===== src/rtl/adapter_pkg.sv =====
// Shared constants and length normalisation for the bus width adapters.
package adapter_pkg;

  localparam int unsigned BUS_WIDTH  = 32;
  localparam int unsigned DATA_WIDTH = 128;
  localparam int unsigned BEATS      = DATA_WIDTH / BUS_WIDTH;
  localparam int unsigned LEN_WIDTH  = 16;
  localparam int unsigned CNT_WIDTH  = $clog2(BEATS) + 1;

  // Map a requested beat count onto 1..beats: zero or oversize means a full word.
  function automatic logic [LEN_WIDTH-1:0] normalise_length(
    input logic [LEN_WIDTH-1:0] len,
    input int unsigned          beats
  );
    if (len == '0 || len > LEN_WIDTH'(beats)) begin
      return LEN_WIDTH'(beats);
    end
    return len;
  endfunction

endpackage


===== src/rtl/adapter_to_bus.sv =====
// Width-down adapter: serialises one wide word into up to BEATS bus beats,
// highest valid word first, each beat tagged with its countdown length.
module adapter_to_bus
  import adapter_pkg::*;
#(
  parameter int unsigned DATA_WIDTH = adapter_pkg::DATA_WIDTH,
  parameter int unsigned BUS_WIDTH  = adapter_pkg::BUS_WIDTH
) (
  input  logic                  CLK,
  input  logic                  nRST,
  input  logic                  in_enq__ENA,
  input  logic [DATA_WIDTH-1:0] in_enq_v,
  input  logic [LEN_WIDTH-1:0]  in_enq_length,
  output logic                  in_enq__RDY,
  output logic                  out_enq__ENA,
  output logic [BUS_WIDTH-1:0]  out_enq_v,
  output logic [LEN_WIDTH-1:0]  out_enq_length,
  input  logic                  out_enq__RDY
);

  localparam int unsigned NBEATS = DATA_WIDTH / BUS_WIDTH;
  localparam int unsigned CNT_W  = $clog2(NBEATS) + 1;
  localparam int unsigned SEL_W  = (NBEATS > 1) ? $clog2(NBEATS) : 1;

  logic [DATA_WIDTH-1:0] buffer_q, buffer_d;
  logic [CNT_W-1:0]      remaining_q, remaining_d;

  logic                  busy;
  logic                  accept;
  logic                  beat_xfer;
  logic [CNT_W-1:0]      word_idx;
  logic [SEL_W-1:0]      sel;
  logic [LEN_WIDTH-1:0]  norm_len;

  assign busy     = (remaining_q != '0);
  assign word_idx = remaining_q - CNT_W'(1);
  assign sel      = word_idx[SEL_W-1:0];
  assign norm_len = normalise_length(in_enq_length, NBEATS);

  // Handshakes; taking a new word on the final beat's transfer avoids a bubble.
  always_comb begin
    in_enq__RDY = !busy || ((remaining_q == CNT_W'(1)) && out_enq__RDY);
    accept      = in_enq__ENA && in_enq__RDY;
    beat_xfer   = busy && out_enq__RDY;
  end

  // Beat output driven purely from state, zero when idle.
  always_comb begin
    out_enq__ENA   = busy;
    out_enq_v      = '0;
    out_enq_length = LEN_WIDTH'(remaining_q);
    if (busy) begin
      out_enq_v = buffer_q[sel*BUS_WIDTH +: BUS_WIDTH];
    end
  end

  // Next-state: a new word overrides the last-beat decrement in the same cycle.
  always_comb begin
    buffer_d    = buffer_q;
    remaining_d = remaining_q;
    if (beat_xfer) begin
      remaining_d = remaining_q - CNT_W'(1);
    end
    if (accept) begin
      buffer_d    = in_enq_v;
      remaining_d = norm_len[CNT_W-1:0];
    end
  end

  // State registers, cleared asynchronously so a pending word is dropped on reset.
  always_ff @(posedge CLK or negedge nRST) begin
    if (!nRST) begin
      buffer_q    <= '0;
      remaining_q <= '0;
    end else begin
      buffer_q    <= buffer_d;
      remaining_q <= remaining_d;
    end
  end

endmodule


===== config.mk =====
export PLATFORM = sky130hd
export DESIGN_NAME = adapter_to_bus
export DESIGN_NICKNAME = d
export VERILOG_FILES = /design/src/rtl/adapter_pkg.sv /design/src/rtl/adapter_to_bus.sv
export SDC_FILE = /design/constraint.sdc
export NUM_CORES = 1
export LEC_CHECK = 0
export ABC_AREA = 1
export ABC_CLOCK_PERIOD_IN_PS = 2700
export BUFFER_PORTS_ARGS = -buffer_cell sky130_fd_sc_hd__buf_2
export CAP_MARGIN = 30
export CORE_MARGIN = 5
export CORE_UTILIZATION = 52
export CTS_CLUSTER_SIZE = 8
export DETAILED_ROUTE_END_ITERATION = 8
export GPL_ROUTABILITY_DRIVEN = 0
export PLACE_DENSITY = 0.81
export SLEW_MARGIN = 20
export SYNTH_ARGS = -nofsm -noshare
export SYNTH_HDL_FRONTEND = slang
export SYNTH_SLANG_ARGS = --single-unit

===== constraint.sdc =====
create_clock -name CLK -period 2.7 [get_ports CLK]
set_input_delay 0.405 -clock CLK [delete_from_list [all_inputs] [get_ports CLK]]
set_output_delay 0.405 -clock CLK [all_outputs]
set_load 0.005 [all_outputs]

# ---- Word-level counts from Yosys, hierarchy flattened
# Index checks and enable logic that the tools add are counted.
dict set report word_totals {
  reg_bits 131
  inputBits 148
  elab_cells 21
  output_inout_bits 50
}
dict set report op_classes {
  order_cmp 1
  reduce_logical 9
  n_shift 1
  n_eq_ne 1
  n_mux 6
  addsub 1
}
# op count
set op_table {}
lappend op_table {{128-bit by 8-bit variable part select with 32-bit output} 1}
lappend op_table {{32-bit two-way mux} 1}
lappend op_table {{16-bit by 3-bit greater-than comparator with 1-bit output, second input constant} 1}
lappend op_table {{16-bit logical NOT} 1}
lappend op_table {{3-bit two-way mux} 4}
lappend op_table {{3-bit by 1-bit == test with 1-bit output, second input constant} 1}
lappend op_table {{1-bit logical AND} 3}
lappend op_table {{3-bit nonzero test} 1}
lappend op_table {{3-bit by 1-bit subtractor with 3-bit output, second input constant} 1}
lappend op_table {{1-bit logical OR} 2}
lappend op_table {{2-bit nonzero test} 1}
lappend op_table {{1-bit logical NOT} 1}
lappend op_table {{1-bit two-way mux} 1}

# ---- Logic depth before layout (Yosys ltp)
dict set report depth {
  depth_word 5
  mapped_depth 12
}

# ---- Worst setup path before layout
# No wires, ideal clock.
dict set report synth_path {
  path_kind {register to output}
  from {register remaining_q[0]}
  to {output out_enq_v[10]}
  path_buffers 4
  required_ns 2.295
  t_arrival_ns 1.918
  slack_ns 0.377
  stages_incl_launch_ff 11
  cell_sequence {dfrtp_1 inv_2 buf_2 clkbuf_1 ha_1 buf_2 inv_1 buf_1 nor2_1 o21ai_0 a21oi_1}
}
dict set report synth_between {
  elab_chain_cells 3
  word_cells_on_any_way 4
  classes_between {1 x add/sub; 1 x shift; 1 x mux; 1 x reduce/logical}
}
# item line_no
set synth_lines {}
lappend synth_lines {{start, declared} adapter_to_bus.sv:26} ;# logic [CNT_W-1:0] remaining_q, remaining_d;
lappend synth_lines {{start signal, assigned} adapter_to_bus.sv:77} ;# remaining_q <= remaining_d;
lappend synth_lines {{3-bit by 1-bit subtractor with 3-bit output} n/a}
lappend synth_lines {{128-bit by 8-bit variable part select with 32-bit output} adapter_to_bus.sv:53} ;# out_enq_v = buffer_q[sel*BUS_WIDTH +: BUS_WIDTH];
lappend synth_lines {{32-bit two-way mux (*)} adapter_to_bus.sv:52} ;# if (busy) begin
lappend synth_lines {{end, declared} adapter_to_bus.sv:16} ;# output logic [BUS_WIDTH-1:0] out_enq_v,
# Every way passes the cells marked *; elsewhere a longest branch is shown, timed or not.

# ---- Worst setup path after layout
dict set report layout_path {
  from {register remaining_q[1]}
  to {output out_enq_v[26]}
}
# The elaborated chain is that of the path after synthesis.

==> impl_metrics.csv <==
group,metric,value,unit
run_status,status,"finished, final reports clean",
clock_network,tritoncts,"yes",
logic_synthesis,synth_seq_cells,131,
timing,rsz0062_at_grt,"false",
detailed_routing,vias_per_cell,4.91,
finish,final_cell_count_no_fill,1219,
global_route,grt_max_degree,68,
finish,multi_input_area,2750,um2
detailed_routing,drt_iter0_markers,491,
logic_synthesis,synth_edf_count,0,
finish,layout_commonest_cell,"nand2_1",
timing,tightest_slew,0.661,ns
finish,final_cell_mix,"400 x nand2_1, 183 x buf_2, 153 x nor2_1",
placed_design,dp_hpwl,11500,um
die,core_area,12100,um2
global_route,grt_pass1_vias,5823,
clock_network,clock_path_buffers,2,
timing,fin_crit,2.50,ns
clock_network,clockRootBuffer,"clkbuf_16",
die,start_util,53.2,%
global_route,grt_pass1_wl,27800,um
power_and_ir_drop,p_sw,4.14,mW
power_and_ir_drop,power_frac_seq,32.7,%
die,pin_count,198,
die,die_x,121,um
finish,area_growth,22.8,%
placed_design,dp_slack,0.361,ns
clock_network,numCtsBuffers,17,
logic_synthesis,synth.avg_cell_area,7.36,um2
timing,setup_ws,0.201,ns
logic_synthesis,synth_top_flop_cell,"dfrtp_1",
power_and_ir_drop,p_leak,4.38,nW
finish,num-fill-cells,1085,
global_route,track_usage,24.2,%
setup_path,worstPathMaxFanout,32,
finish,register_area,3280,um2
die,die-area,14700,um2
die,row_count,40,
global_route,gr-total-overflow,0,
clock_network,cts.clk_slew.worst_paths,0.06,ns
timing,fin_setup_tns,0,ns
timing,period_share,92.5,%
setup_path,crit_type,"reg -> out",
power_and_ir_drop,p_clk_share,20.0,%
power_and_ir_drop,intPower,5.98,mW
finish,drive_above_1_share,22.5,%
finish,fin_nets,1190,
detailed_routing,post_drt_wl_per_cell,14.2,um
timing,finalMaxSlewViolations,0,
logic_synthesis,yosys_warnings,0,
job,drv_cap,0,
power_and_ir_drop,share_comb_of_total_power,47.3,%
timing,max_freq,400,MHz
logic_synthesis,syn-cell-area,6420,um2
logic_synthesis,postSynth.asyncResetShare,100,%
setup_path,arrival,2.09,ns
setup_path,critPathRequiredTime,2.30,ns
logic_synthesis,synth_cell_types,23,
power_and_ir_drop,switching_share,40.9,%
detailed_routing,num_vias,5986,
timing,skew,0.0135,ns
detailed_routing,drt_pre_antenna_iters,5,
detailed_routing,drc_errors,0,
clock_network,clock-sinks,131,
logic_synthesis,seq_area_frac_synth,51.0,%
logic_synthesis,syn_inst,873,
global_route,antenna_found_initial,1,
clock_network,h-tree-depth,4,
detailed_routing,antenna_left,0,
die,die_y,121,um
power_and_ir_drop,p_total,10.1,mW
setup_path,end_kind,"output port",
setup_path,cp-start-kind,"flip-flop",
detailed_routing,drt-total-wl,17300,um
placed_design,portBuffers,184,
clock_network,clkLatencyLatePin,0.42,ns
power_and_ir_drop,peakVddDrop,0.730,mV
timing,setup_viol,0,
hold_path,hold_class,"in -> reg",
placed_design,dpl.cell_count,1186,
timing,slew_headroom,55.9,%
power_and_ir_drop,power.density,1280,nW/um2
timing,hold_viol_final,0,
-- state kept, by name, indices dropped and copies added, names as in the netlist --
| signal | cells |
|---|---|
| buffer_q | 128 |
| remaining_q | 3 |
-- cells by family after synthesis --
kind of cell | after synthesis | share of synthesized area, %
buf+inv | 75 | 7.03
simple gates | 562 | 33.3
compound gates | 100 | 7.89
fa+ha+maj | 3 | 0.585
flops | 131 | 51.0
other cells | 1 | 0.0584
xor+xnor | 1 | 0.136
-- critical path, cell delays in order, from the launching register on --
cell,delay (ns)
dfrtp_1,0.39
inv_1,0.11
ha_1,0.27
buf_4,0.28
nor2_1,0.15
o21ai_0,0.09
a21oi_1,0.22
buf_2,0.15
-- metal layers --
layer	vias up	part of all wire (%)	track usage (%)
li1	2995	-	-
met1	2746	44	31.6
met2	210	47	38.8
met3	35	6.3	5.83
met4	0	2.6	10.1
met5	-	0	0
-- area by class of cell --
type | instances | area share, %
clock inverter | 6 | 0.412
antenna | 1 | 0.0317
inverter | 10 | 0.523
timing repair buffer | 200 | 13.8
multi-input combinational | 679 | 34.9
tap | 168 | 2.66
sequential | 131 | 41.6
clock buffer | 24 | 6.11
-- timing repair --
action	in CTS	in global routing
endpoints found under the setup margin	17	2
buffers inserted	1	0
resized for setup	1	1
endpoints found under the hold margin	39	0
pin swaps	0	0
hold buffers	1	0
-- final timing paths --
check,slack [ns],cells past startpoint,end,start
max reg2reg,0.55,7,buffer_q[66],remaining_q[0]
min,0.18,3,buffer_q[126],in_enq_v[126]
max in group asynchronous,1.51,3,buffer_q[73],nRST
max,0.20,7,out_enq_v[26],remaining_q[1]
min reg2reg,0.47,2,buffer_q[65],buffer_q[65]
min in group asynchronous,0.46,2,buffer_q[56],nRST
-- through the flow --
stage          cell area [um2]  util (%)  hold WS, ns
2_1_floorplan             6470         -        0.109
3_3_place_gp              7330      60.8        0.341
3_5_place_dp              7330      60.8        0.338
4_1_cts                   7880      65.4        0.166
5_1_grt                   7890      65.4        0.171
6_report                  7890      65.4        0.175
-- Yosys cell counts, types with 2 or more instances --
library cell    n  area, um2
a21oi_1        32        160
nand2_2         2       12.5
clkbuf_1       12       45.0
ha_1            3       37.5
dfrtp_1       131       3280
nand2_1       400       1500
buf_6          10        113
inv_2           3       11.3
buf_1           3       11.3
nor2_1        153        574
o21ai_0        65        325
nand3_1         4       20.0
buf_4          18        135
buf_2          22        110
inv_1           7       26.3
-- power groups by stage --
stage / Sequential (mW) / Combinational, mW / Clock (mW)
floorplan: 3.22 / 3.23 / 0
global placement: 3.29 / 4.62 / 0
detailed placement: 3.32 / 4.70 / 0
CTS: 3.31 / 4.83 / 2.05
global route: 3.42 / 5.44 / 2.14
finish: 3.31 / 4.79 / 2.02
No activity file was read; power rests on OpenSTA's default activity.
